[config.mk]
export PLATFORM = sky130hd
export DESIGN_NAME = acc_job_ctrl
export DESIGN_NICKNAME = d
export VERILOG_FILES = /design/src/rtl/acc_job_ctrl_pkg.sv /design/src/rtl/acc_job_cnt.sv /design/src/rtl/acc_job_ctrl.sv
export SDC_FILE = /design/constraint.sdc
export NUM_CORES = 1
export LEC_CHECK = 0
export ABC_AREA = 1
export BUFFER_PORTS_ARGS = -buffer_cell sky130_fd_sc_hd__buf_2
export CORE_MARGIN = 4
export CORE_UTILIZATION = 62
export CTS_CLUSTER_SIZE = 14
export DETAILED_ROUTE_END_ITERATION = 10
export MAX_ROUTING_LAYER = met4
export PLACE_DENSITY = 0.95
export SLEW_MARGIN = 40
export SYNTH_ARGS = -nofsm -noshare
export SYNTH_HDL_FRONTEND = slang
export SYNTH_SLANG_ARGS = --single-unit
[constraint.sdc]
create_clock -name clk -period 2.7 [get_ports clk]
set_input_delay 0.27 -clock clk [delete_from_list [all_inputs] [get_ports clk]]
set_output_delay 0.27 -clock clk [all_outputs]
set_load 0.02 [all_outputs]
[src/rtl/acc_job_ctrl_pkg.sv]
// acc_job_ctrl_pkg: FSM state encoding and default widths shared by acc_job_ctrl and its counter
package acc_job_ctrl_pkg;
    typedef enum logic [1:0] {
        S_IDLE = 2'd0,
        S_RUN  = 2'd1,
        S_DONE = 2'd2
    } state_t;
    localparam int IN_DATA_WIDTH_D = 8;
    localparam int CNT_W_D         = 16;
    localparam int TIMEOUT_CYC_D   = 1024;
endpackage

[src/rtl/acc_job_cnt.sv]
// acc_job_cnt: loadable down-counter tracking the beats still owed to the current job
//  clk, reset_n  clock, asynchronous active-low reset
//  load_i/val_i  load the beat count (wins over dec_i)
//  dec_i         one beat accepted
//  zero_o        no beats left
//  last_o        exactly one beat left
module acc_job_cnt
    import acc_job_ctrl_pkg::*;
#(
    parameter int CNT_W = CNT_W_D
) (
    input  logic             clk,
    input  logic             reset_n,
    input  logic             load_i,
    input  logic [CNT_W-1:0] val_i,
    input  logic             dec_i,
    output logic             zero_o,
    output logic             last_o
);
    logic [CNT_W-1:0] r_cnt;

    assign zero_o = (r_cnt == '0);
    assign last_o = (r_cnt == CNT_W'(1));

    always_ff @(posedge clk or negedge reset_n) begin
        if (!reset_n)
            r_cnt <= '0;
        else if (load_i)
            r_cnt <= val_i;
        else if (dec_i && !zero_o)
            r_cnt <= r_cnt - CNT_W'(1);
    end
endmodule

[src/rtl/acc_job_ctrl.sv]
// acc_job_ctrl: job sequencer feeding acc_core; reports each job's sum as end total minus start total
//  Optional feature: define ACC_JOB_CTRL_TIMEOUT_EN to end a stalled job after TIMEOUT_CYC idle RUN cycles.
//  clk, reset_n                 clock, asynchronous active-low reset
//  start_i, len_i, idle_o       job command (sampled only while idle_o)
//  in_valid_i/in_data_i/in_ready_o  operand stream
//  acc_run_o/acc_valid_o/acc_number_o/acc_result_i  acc_core interface
//  done_o, sum_o, err_o         job completion pulse, job sum, timeout flag
module acc_job_ctrl
    import acc_job_ctrl_pkg::*;
#(
    parameter int IN_DATA_WIDTH = IN_DATA_WIDTH_D,
    parameter int DWIDTH        = IN_DATA_WIDTH * 4,
    parameter int CNT_W         = CNT_W_D,
    parameter int TIMEOUT_CYC   = TIMEOUT_CYC_D
) (
    input  logic                     clk,
    input  logic                     reset_n,
    input  logic                     start_i,
    input  logic [CNT_W-1:0]         len_i,
    output logic                     idle_o,
    input  logic                     in_valid_i,
    input  logic [IN_DATA_WIDTH-1:0] in_data_i,
    output logic                     in_ready_o,
    output logic                     acc_run_o,
    output logic                     acc_valid_o,
    output logic [IN_DATA_WIDTH-1:0] acc_number_o,
    input  logic [DWIDTH-1:0]        acc_result_i,
    output logic                     done_o,
    output logic [DWIDTH-1:0]        sum_o,
    output logic                     err_o
);
    state_t            r_state, w_next;
    logic [DWIDTH-1:0] r_base, r_sum;
    logic              r_done;
    logic              w_beat, w_load, w_last, w_zero, w_timeout;

    if (TIMEOUT_CYC < 2) begin : g_bad_timeout
        $error("acc_job_ctrl: TIMEOUT_CYC must be at least 2");
    end

    assign w_load       = (r_state == S_IDLE) && start_i;
    assign in_ready_o   = (r_state == S_RUN);
    assign w_beat       = in_valid_i && in_ready_o;
    assign idle_o       = (r_state == S_IDLE);
    assign acc_run_o    = (r_state == S_RUN);
    assign acc_valid_o  = w_beat;
    assign acc_number_o = in_data_i;
    assign done_o       = r_done;
    assign sum_o        = r_sum;

    acc_job_cnt #(.CNT_W(CNT_W)) u_cnt (
        .clk    (clk),
        .reset_n(reset_n),
        .load_i (w_load),
        .val_i  (len_i),
        .dec_i  (w_beat),
        .zero_o (w_zero),
        .last_o (w_last)
    );

`ifdef ACC_JOB_CTRL_TIMEOUT_EN
    localparam int ST_W = $clog2(TIMEOUT_CYC);
    logic [ST_W-1:0] r_stall;
    logic            r_err;

    assign w_timeout = (r_state == S_RUN) && !w_beat && (r_stall == ST_W'(TIMEOUT_CYC - 1));
    assign err_o     = r_err;

    // Held at zero outside RUN, so every RUN entry starts a fresh stall window.
    always_ff @(posedge clk or negedge reset_n) begin
        if (!reset_n) begin
            r_stall <= '0;
            r_err   <= 1'b0;
        end else begin
            r_stall <= (r_state != S_RUN || w_beat) ? '0 : r_stall + ST_W'(1);
            if (w_load)
                r_err <= 1'b0;
            else if (w_timeout)
                r_err <= 1'b1;
        end
    end
`else
    assign w_timeout = 1'b0;
    assign err_o     = 1'b0;
`endif

    // w_zero in RUN cannot occur in normal operation; it only guards against a stuck job.
    always_comb begin
        w_next = r_state;
        unique case (r_state)
            S_IDLE:  if (start_i) w_next = (len_i == '0) ? S_DONE : S_RUN;
            S_RUN:   if ((w_beat && w_last) || w_zero || w_timeout) w_next = S_DONE;
            S_DONE:  w_next = S_IDLE;
            default: w_next = S_IDLE;
        endcase
    end

    // acc_core has no clear: the job sum is the modular difference of its running total.
    always_ff @(posedge clk or negedge reset_n) begin
        if (!reset_n) begin
            r_state <= S_IDLE;
            r_base  <= '0;
            r_sum   <= '0;
            r_done  <= 1'b0;
        end else begin
            r_state <= w_next;
            r_done  <= (r_state == S_DONE);
            if (w_load)
                r_base <= acc_result_i;
            if (r_state == S_DONE)
                r_sum <= acc_result_i - r_base;
        end
    end
endmodule

==> impl_metrics.csv, run 1 <==
group,metric,value,unit
setup_path,cp_cell_sequence,"ha_1 > fa_1 > inv_1 > nand3_1 > nand3_1 > nand3_1 > nand3_1 > nand2_1 > nand2_1 > nand2_1 > nand3_1 > nand2_1",
timing,maxSlewViolCount,0,
final_layout,final_cell_mix,"nand2_1 (364), inv_1 (160), buf_2 (87)",
clocking,cts_tree,"done",
timing,postLayoutSetupSlackWorst,623,ps
floorplan,fp-row-count,35,
setup_path,crit_slowest_cell,"dfrtp_1",
global_routing,grt_pass1_wl,25.5,mm
timing,fin_setup_tns,0,ps
min_path,min_path_type,"in2reg",
run,drv_cap,0,
global_routing,grt_max_degree,57,
setup_path,cp_data_arrival_time,2320,ps
clocking,ctsLongestPathBuffers,2,
yosys,synth_area_per_cell,6.50,um2
setup_path,cpMostUsedCell,"nand3_1",
setup_path,path_class,"reg2reg",
setup_path,critPathTopFamily,"simple AND/OR/NAND/NOR gates",
timing,worstMarginPinSlew,709,ps
final_layout,antenna_cells,0,
setup_path,cp_slowest_stage_delay,380,ps
global_routing,grt_usage,28.2,%
power_and_ir_drop,intPower,4130,uW
power_and_ir_drop,pwr-share-seq,27.0,%
setup_path,start_kind,"register",
floorplan,ios,106,
floorplan,dieArea,11300,um2
routing,drc,0,
timing,hold_viol,0,
yosys,syn_area,6000,um2
clocking,cts_setup_buffers,0,
clocking,clkLatencyLatePin,360,ps
routing,num_vias,5957,
routing,drt_wl_total,15.1,mm
timing,fin_worst_skew,13.4,ps
floorplan,design.core.area,9330,um2
final_layout,fin_util,72.4,%
routing,drt_iter0_drc,384,
clocking,clk_pin_slew,90,ps
power_and_ir_drop,clkPwrFrac,12.6,%
timing,grt_setup_unrepaired,"false",
floorplan,die_w,106,um
clocking,numCtsBuffers,9,
clocking,clkSinkCount,83,
placement,place_ws,672,ps
timing,timing.final.crit_share,76.9,%
final_layout,layout_commonest_cell,"nand2_1",
power_and_ir_drop,pwr-share-comb,60.3,%
final_layout,fin_nets,1098,
power_and_ir_drop,swShare,49.3,%
final_layout,area_growth,12.5,%
status,outcome,"finished clean",
timing,setup_viol,0,
final_layout,regArea,2080,um2
global_routing,grt_overflow,0,
global_routing,grt_pass1_vias,5834,
final_layout,fillCellCount,766,
placement,io_buffers,88,
clocking,cts_resized,0,
floorplan,initial_core_util,64.4,%
setup_path,worstPathMaxFanout,5,
yosys,yosys.cell_types.count,33,
yosys,yosysWarnings,0,
yosys,synth_nets,1019,
power_and_ir_drop,irDropWorstVdd,0.000646,V
routing,via_per_inst,5.25,
setup_path,critPathRequiredTime,2940,ps
global_routing,antenna_found_initial,0,
yosys,yosysSeqAreaShare,34.6,%
power_and_ir_drop,power_density,1210,nW/um2
yosys,netlist_instances,924,
clocking,clk_root_buffer_cell,"clkbuf_8",
yosys,ys_ff_latch,83,
final_layout,multi_input_area,3150,um2
placement,globalplace.congestion,0.972,
timing,finalCriticalPeriod,2080,ps
floorplan,dieHeight,106,um
setup_path,cp_num_buf_inv,1,
placement,hpwl,11.6,mm
routing,ant_nets,0,
routing,dr.pass1.iters,5,
power_and_ir_drop,total_power,8150,uW
clocking,ctsHtreeMaxLevel,3,
power_and_ir_drop,power.switching,4020,uW
timing,slew_headroom,52.7,%
timing,fmax,0.481,GHz
final_layout,drive_above_1_share,12.1,%
power_and_ir_drop,p_leak,0.00391,uW
setup_path,endpoint_kind,"register",
routing,wl_per_cell,13.3,um
[logic make-up after synthesis]
logic type | after synthesis | synth area share, %
xor gates and xnor gates | 20 | 2.92
adders and majority gates | 35 | 7.42
buffers and inverters | 194 | 12.9
AOI/OAI and AO/OA | 91 | 8.19
and+or+nand+nor | 500 | 33.9
other | 1 | 0.0625
DFF | 83 | 34.6
[routing by layer]
layer  vias to the layer above  GRT usage (%)  part of all wire, %
li1                       2981              -                    -
met1                      2699           34.7                   43
met2                       226           46.9                   47
met3                        51           3.58                  6.4
met4                         0           12.0                  3.2
met5                         -              -                    0
[power by group through the flow]
stage / Sequential (uW) / Clock, uW / Combinational [uW]
6_report: 2200 / 1030 / 4920
5_1_grt: 2270 / 1090 / 5550
4_1_cts: 2190 / 1040 / 4880
3_5_place_dp: 2210 / 0 / 4810
3_3_place_gp: 2180 / 0 / 4660
2_1_floorplan: 2440 / 0 / 3310
[sequential cells by signal, indices dropped and copies added (netlist names)]
name / cells
done_o: 1
r_base: 32
r_state: 2
sum_o: 32
u_cnt.r_cnt: 16
[final cells by class]
class | instances | area share, %
Clock buffer | 10 | 1.89
Inverter | 167 | 9.29
Multi-Input combinational cell | 647 | 46.6
Tap cell | 129 | 2.39
Clock inverter | 3 | 1.33
Sequential cell | 83 | 30.7
Timing Repair Buffer | 95 | 7.74
[timing repair]
| action | CTS | global route |
|---|---|---|
| endpoints found under the hold margin | 32 | 0 |
| endpoints found under the setup margin | 0 | 0 |
| hold buffers | 1 | 0 |
[Yosys cell counts]
master	number	area [um2]
a21o_1	1	7.51
a21oi_1	21	105
and2_1	1	6.26
buf_1	4	15.0
buf_2	2	10.0
buf_4	10	75.1
buf_6	1	11.3
clkbuf_1	10	37.5
clkinv_2	1	5.00
conb_1	1	3.75
dfrtp_1	83	2080
fa_1	1	20.0
ha_1	34	425
inv_1	161	604
inv_2	5	18.8
nand2_1	364	1370
nand2_2	2	12.5
nand3_1	56	280
nand3_2	1	10.0
nand3b_1	6	45.0
nand4_1	7	43.8
nor2_1	49	184
nor2_2	3	18.8
nor2_4	1	11.3
nor3_1	5	25.0
nor4_1	4	25.0
o211ai_1	9	67.6
o21ai_0	56	280
o21ai_2	1	8.76
o21bai_1	3	22.5
or2_2	1	6.26
xnor2_1	14	123
xor2_1	6	52.6
[through the flow]
stage / hold slack, ps / cells / area [um2]
after floorplan: -25.6 / 924 / 6000
after global placement: 372 / 1120 / 6530
after detailed placement: 371 / 1120 / 6530
after CTS: 136 / 1134 / 6760
after global routing: 157 / 1134 / 6760
final: 135 / 1134 / 6760
[path summary, 6_finish.rpt]
kind                            startpoint  slack [ps]              end  depth (start not counted)
min in group asynchronous          reset_n         510       r_base[15]                          2
max in group asynchronous          reset_n        1570         sum_o[0]                          3
worst max register to register   r_base[0]         620        sum_o[20]                         12
worst min register to register    sum_o[0]         490         sum_o[0]                          2
worst min-delay path             len_i[13]         140  u_cnt.r_cnt[13]                          3
worst max-delay path             r_base[0]         620        sum_o[20]                         12
[worst reg2reg max path: stages (launching register included)]
cell and delay (ps):
dfrtp_1 380, ha_1 210, fa_1 360, inv_1 140, nand3_1 90, nand3_1 160, nand3_1 110, nand3_1 170
nand2_1 100, nand2_1 80, nand2_1 60, nand3_1 70, nand2_1 50
Note: power is estimated with default switching activity, not from simulation.
==> run 2, diff against run 1 <==
Settings changed: CORE_UTILIZATION 62 to 52, PLACE_DENSITY 0.95 to 0.87.
Clock period 2.7 ns to 1.8 ns, I/O delays scaled along.
==> run 2 against run 1 <==
The run now ends with setup timing left. Hold slack got worse by 81 ps. Combinational power grew 100%. Clock skew down 7.6 ps. Critical endpoint is now sum_o[11]. Largest power group unchanged. Highest routed layer unchanged.
==> impl_metrics.csv, run 2 (synthesis gave the netlist of run 1 again) <==
group,metric,value,unit
status,outcome,"finished, violations left",
status,violations,"setup timing",
timing,hold_viol,0,
routing,ant_nets,0,
setup_path,critPathTopFamily,"simple AND/OR/NAND/NOR gates",
global_routing,antenna_found_initial,0,
floorplan,fp-row-count,38,
clocking,ctsHtreeMaxLevel,3,
run,drv_cap,0,
final_layout,fillCellCount,816,
routing,num_vias,6341,
timing,postLayoutSetupSlackWorst,-57.7,ps
routing,drt_iter0_drc,615,
power_and_ir_drop,power.switching,7460,uW
setup_path,path_class,"reg2reg",
routing,dr.pass1.iters,5,
power_and_ir_drop,p_leak,0.00425,uW
routing,drt_wl_total,18.3,mm
global_routing,busiest_layer,"met2",
global_routing,grt_max_degree,84,
final_layout,layout_commonest_cell,"nand2_1",
timing,finalCriticalPeriod,1860,ps
timing,fmax,0.538,GHz
floorplan,dieHeight,115,um
setup_path,endpoint_kind,"register",
clocking,clk_root_buffer_cell,"clkbuf_16",
setup_path,worstPathMaxFanout,4,
final_layout,regArea,2080,um2
setup_path,rr_endpoint,"sum_o[11]",
setup_path,start_kind,"register",
setup_path,path_depth,10,
clocking,clk_pin_slew,70,ps
placement,globalplace.congestion,0.933,
global_routing,use_met1,32.2,%
floorplan,die_w,115,um
global_routing,grt_util_met3,4.60,%
clocking,ctsLongestPathBuffers,2,
clocking,cts_tree,"done",
clocking,clkSinkCount,83,
clocking,clkLatencyLatePin,350,ps
setup_path,cp_data_arrival_time,2090,ps
global_routing,met2_usage,41.0,%
routing,drc,0,
final_layout,fin_util,72.1,%
power_and_ir_drop,swShare,48.8,%
timing,timing.final.crit_share,103,%
routing,wl_per_cell,15.4,um
global_routing,grt_pass1_vias,5722,
power_and_ir_drop,pwr-share-seq,21.9,%
power_and_ir_drop,clkPwrFrac,12.9,%
placement,place_ws,-157,ps
placement,dpl.cell_count,1161,
setup_path,cpMostUsedCell,"nand2_1",
timing,maxSlewViolCount,0,
power_and_ir_drop,total_power,15300,uW
final_layout,final_cell_mix,"nand2_1 (309), inv_1 (140), buf_2 (87)",
setup_path,cp-endpoint,"sum_o[11]",
power_and_ir_drop,irDropWorstVdd,0.00113,V
setup_path,cp_cell_sequence,"inv_2 > ha_4 > nand2_1 > nand2_1 > nand2_1 > nand2_1 > nand3b_1 > buf_6 > xnor2_2 > o21ai_1",
floorplan,ios,106,
routing,via_per_inst,5.33,
setup_path,cp_num_buf_inv,2,
global_routing,grt_usage,25.3,%
floorplan,dieArea,13300,um2
min_path,min_path_type,"in2reg",
clocking,numCtsBuffers,9,
final_layout,final_cells,1189,
global_routing,grt_overflow,0,
final_layout,area_growth,33.0,%
timing,fin_hold_ws,54.2,ps
timing,grt_setup_unrepaired,"true",
placement,hpwl,11.8,mm
floorplan,design.core.area,11100,um2
setup_path,r2r_slack,-60,ps
power_and_ir_drop,intPower,7810,uW
setup_path,critPathRequiredTime,2030,ps
global_routing,grt_pass1_wl,26.2,mm
timing,fin_worst_skew,5.72,ps
setup_path,r2r_cells,10,
power_and_ir_drop,power_density,1910,nW/um2
floorplan,initial_core_util,54.2,%
placement,io_buffers,88,
min_path,hold_path_depth,3,
setup_path,r2r_start,"r_base[8]",
timing,setup_viol,8,
setup_path,startpoint,"r_base[8]",
final_layout,fin_nets,1139,
setup_path,cp_slowest_stage_delay,380,ps
final_layout,drive_above_1_share,30.5,%
setup_path,crit_slowest_cell,"dfrtp_1",
final_layout,antenna_cells,0,
final_layout,multi_input_area,3950,um2
power_and_ir_drop,pwr-share-comb,65.1,%
==> run 2: changes by cell type in the layout (fill, tap and decap cells not counted), moves of 12 or more <==
cell and change:
buf_4 +39, ha_4 +25, nor2_2 +16, inv_1 -20, nand3_1 -15, nor2_1 -20, nand2_1 -55, nand2_2 +43
ha_1 -26, inv_2 +18, nand2_4 +12
==> run 2: power groups by stage <==
stage	sequential, uW	combinational, uW	clock [uW]
3_3_place_gp	3280	7520	0
6_report	3350	9950	1980
4_1_cts	3280	8040	1980
3_5_place_dp	3300	7700	0
2_1_floorplan	3660	4970	0
5_1_grt	3440	10900	2070
==> run 2: worst min-delay path by stage <==
| stage | startpoint | end | slack [ps] |
|---|---|---|---|
| 3_3_place_gp | reset_n | sum_o[4] | 250 |
| 4_1_cts | acc_result_i[31] | r_base[31] | 60 |
| 2_1_floorplan | reset_n | done_o | -120 |
| 6_report | len_i[13] | u_cnt.r_cnt[13] | 50 |
| 5_1_grt | acc_result_i[29] | r_base[29] | 70 |
| 3_5_place_dp | reset_n | sum_o[4] | 250 |
==> run 2: layer usage <==
| metal | wire (um) | share of wire (%) |
|---|---|---|
| met4 | 692 | 3.8 |
| met3 | 1280 | 7.0 |
| met1 | 7370 | 40 |
| met2 | 8960 | 49 |
| met5 | 0 | 0 |
==> run 2: worst register-to-register path: cells and delay by family (launching register included) <==
family          cells  cell delay (ps)
compound gates      1               80
xor+xnor            1              130
fa+ha+maj           1              220
buf+inv             2              270
flops               1              380
simple gates        5              650
==> run 2: layout make-up <==
| type | instances | share of cell area [%] |
|---|---|---|
| clock buffer | 10 | 2.99 |
| clock inverter | 6 | 0.893 |
| tap | 140 | 2.19 |
| timing repair buffer | 136 | 10.5 |
| sequential | 83 | 26.0 |
| multi-input combinational | 647 | 49.4 |
| inverter | 167 | 7.98 |
==> run 2: stage by stage <==
stage	TNS [ps]	instance area (um2)
3_5_place_dp	-1110	6770
6_report	-174	7990
3_3_place_gp	-660	6770
2_1_floorplan	0	6000
5_1_grt	-1720	7990
4_1_cts	-53.4	7210
==> run 2: timing repair <==
item                                   4_1_cts  5_1_grt
setup buffers                                2        9
hold buffers                                 1        0
setup endpoints to repair                   18       31
pin swaps                                    2       29
endpoints found under the hold margin       83        0
gates resized for setup                     22      172
==> run 3, diff against run 2 <==
Settings changed: CORE_ASPECT_RATIO set to 1.75.
==> run 3 against run 2 <==
The run still ends with setup timing left. Worst setup slack better by 34 ps. Routed wire length down 2.4%. Largest power group unchanged. First-iteration DRC count down 39%. Critical path depth up 1. Sequential share of layout area about the same. Clock skew up 2.4 ps. Power down 1.6%. Die area up 0.51%. Global-route usage up 0.55 points. Sequential power about the same. Core utilization down 1.1 points.
==> impl_metrics.csv, run 3 (synthesis gave the netlist of run 1 again) <==
group,metric,value,unit
routing,via_per_inst,5.31,
power_and_ir_drop,p_leak,0.00430,uW
clocking,numCtsBuffers,9,
timing,timing.final.crit_share,101,%
placement,globalplace.congestion,0.984,
clocking,clkSinkCount,83,
final_layout,antenna_cells,0,
floorplan,dieArea,13400,um2
setup_path,cp-endpoint,"sum_o[14]",
timing,fmax,0.548,GHz
final_layout,fin_nets,1153,
setup_path,start_kind,"register",
final_layout,area_growth,32.7,%
setup_path,worstPathMaxFanout,3,
routing,dr.pass1.iters,5,
setup_path,r2r_start,"r_base[10]",
final_layout,drive_above_1_share,29.5,%
setup_path,cp_num_buf_inv,4,
setup_path,endpoint_kind,"register",
floorplan,fp-row-count,51,
floorplan,initial_core_util,53.5,%
placement,hpwl,12.7,mm
power_and_ir_drop,irDropWorstVdd,0.00106,V
clocking,ctsLongestPathBuffers,2,
routing,wl_per_cell,14.9,um
timing,slew_headroom,64.8,%
timing,setup_viol,2,
clocking,clk_root_buffer_cell,"clkbuf_16",
global_routing,grt_max_degree,38,
global_routing,grt_overflow,0,
clocking,ctsHtreeMaxLevel,3,
floorplan,ios,106,
min_path,min_path_type,"in2reg",
placement,io_buffers,88,
floorplan,dieHeight,150,um
global_routing,grt_usage,25.8,%
floorplan,die_w,89.2,um
setup_path,r2r_slack,-20,ps
setup_path,rr_endpoint,"sum_o[14]",
timing,postLayoutSetupSlackWorst,-23.2,ps
timing,hold_viol,0,
setup_path,r2r_cells,11,
setup_path,cp_slowest_stage_delay,370,ps
routing,drt_wl_total,17.9,mm
timing,worstMarginPinSlew,528,ps
setup_path,path_depth,11,
global_routing,grt_pass1_vias,5850,
floorplan,design.core.area,11200,um2
setup_path,cp_cell_sequence,"inv_2 > ha_4 > buf_6 > nand2_2 > inv_4 > nand2_4 > clkinvlp_4 > a21oi_4 > nand2_4 > xnor2_1 > o21ai_0",
final_layout,final_cell_mix,"nand2_1 (320), inv_1 (144), buf_2 (87)",
final_layout,layout_commonest_cell,"nand2_1",
setup_path,critPathTopFamily,"buffers and inverters",
setup_path,cp_data_arrival_time,2070,ps
status,outcome,"finished, violations left",
placement,dpl.cell_count,1173,
setup_path,cpMostUsedCell,"nand2_4",
final_layout,fin_util,71.0,%
routing,drc,0,
final_layout,fillCellCount,865,
power_and_ir_drop,power_density,1880,nW/um2
setup_path,crit_slowest_cell,"dfrtp_1",
clocking,clkLatencyLatePin,350,ps
timing,finalCriticalPeriod,1820,ps
setup_path,path_class,"reg2reg",
timing,fin_worst_skew,8.14,ps
clocking,clk_pin_slew,70,ps
timing,maxSlewViolCount,0,
timing,grt_setup_unrepaired,"true",
clocking,cts_tree,"done",
final_layout,final_cells,1195,
global_routing,grt_pass1_wl,26.3,mm
placement,place_ws,-118,ps
setup_path,startpoint,"r_base[10]",
global_routing,antenna_found_initial,0,
setup_path,critPathRequiredTime,2050,ps
status,violations,"setup timing",
routing,ant_nets,0,
run,drv_cap,0,
routing,drt_iter0_drc,378,
routing,num_vias,6340,
run 3: cell count changes in the layout (fill, tap and decap cells not counted), sizes merged:
cell | previous run | this run
clkbuf | 10 | 9
buf | 135 | 149
clkinv | 0 | 2
bufinv | 1 | 0
inv | 170 | 169
clkinvlp | 2 | 3
run 3: how the worst min path moves through the flow:
stage	start	to	depth (start not counted)
2_1_floorplan	reset_n	done_o	0
3_3_place_gp	reset_n	sum_o[6]	1
3_5_place_dp	reset_n	sum_o[6]	1
4_1_cts	acc_result_i[4]	r_base[4]	3
5_1_grt	acc_result_i[29]	r_base[29]	3
6_report	acc_result_i[30]	r_base[30]	3
run 3: what timing repair did:
item	in CTS	in global routing
pin swaps	4	23
resized for setup	18	155
setup endpoints to repair	21	28
buffers inserted	1	4
endpoints found under the hold margin	33	0
gates cloned	0	0
hold buffers	1	0
run 3: worst register-to-register path, cell delays in order (launching register included):
cell,delay [ps]
dfrtp_1,370
inv_2,80
ha_4,220
buf_6,120
nand2_2,70
inv_4,50
nand2_4,80
clkinvlp_4,150
a21oi_4,170
nand2_4,90
xnor2_1,130
o21ai_0,200
run 3: routing by layer:
metal	track usage (%)	wire, um
met5	-	0
met4	16.3	1300
met3	3.12	781
met2	44.2	9310
met1	27.4	6470
run 3: cell type report:
class,instances,area [um2],area share (%)
well taps,132,165,2.07
clock buffers,9,225,2.83
flip-flops and latches,83,2080,26.1
multi-input cells,647,3850,48.3
clock inverters,7,58.8,0.738
repair buffers,150,960,12.0
inverters,167,638,8.01
run 3: through the flow:
step / total power, uW / instance area [um2] / hold WS, ps / setup TNS (ps)
finish: 15000 / 7970 / 56.3 / -42.4
global route: 16200 / 7970 / 64.7 / -1720
CTS: 13400 / 7280 / 53.2 / -84.3
detailed placement: 11400 / 6920 / 191 / -1060
global placement: 11200 / 6920 / 186 / -508
floorplan: 8630 / 6000 / -116 / 0
run 3: power by group:
part / internal (uW) / leakage, uW / switching, uW / total [uW]
logic: 3940 / 0.00315 / 5930 / 9870
registers: 2790 / 0.00102 / 558 / 3350
clock network: 955 / 0.000133 / 850 / 1800
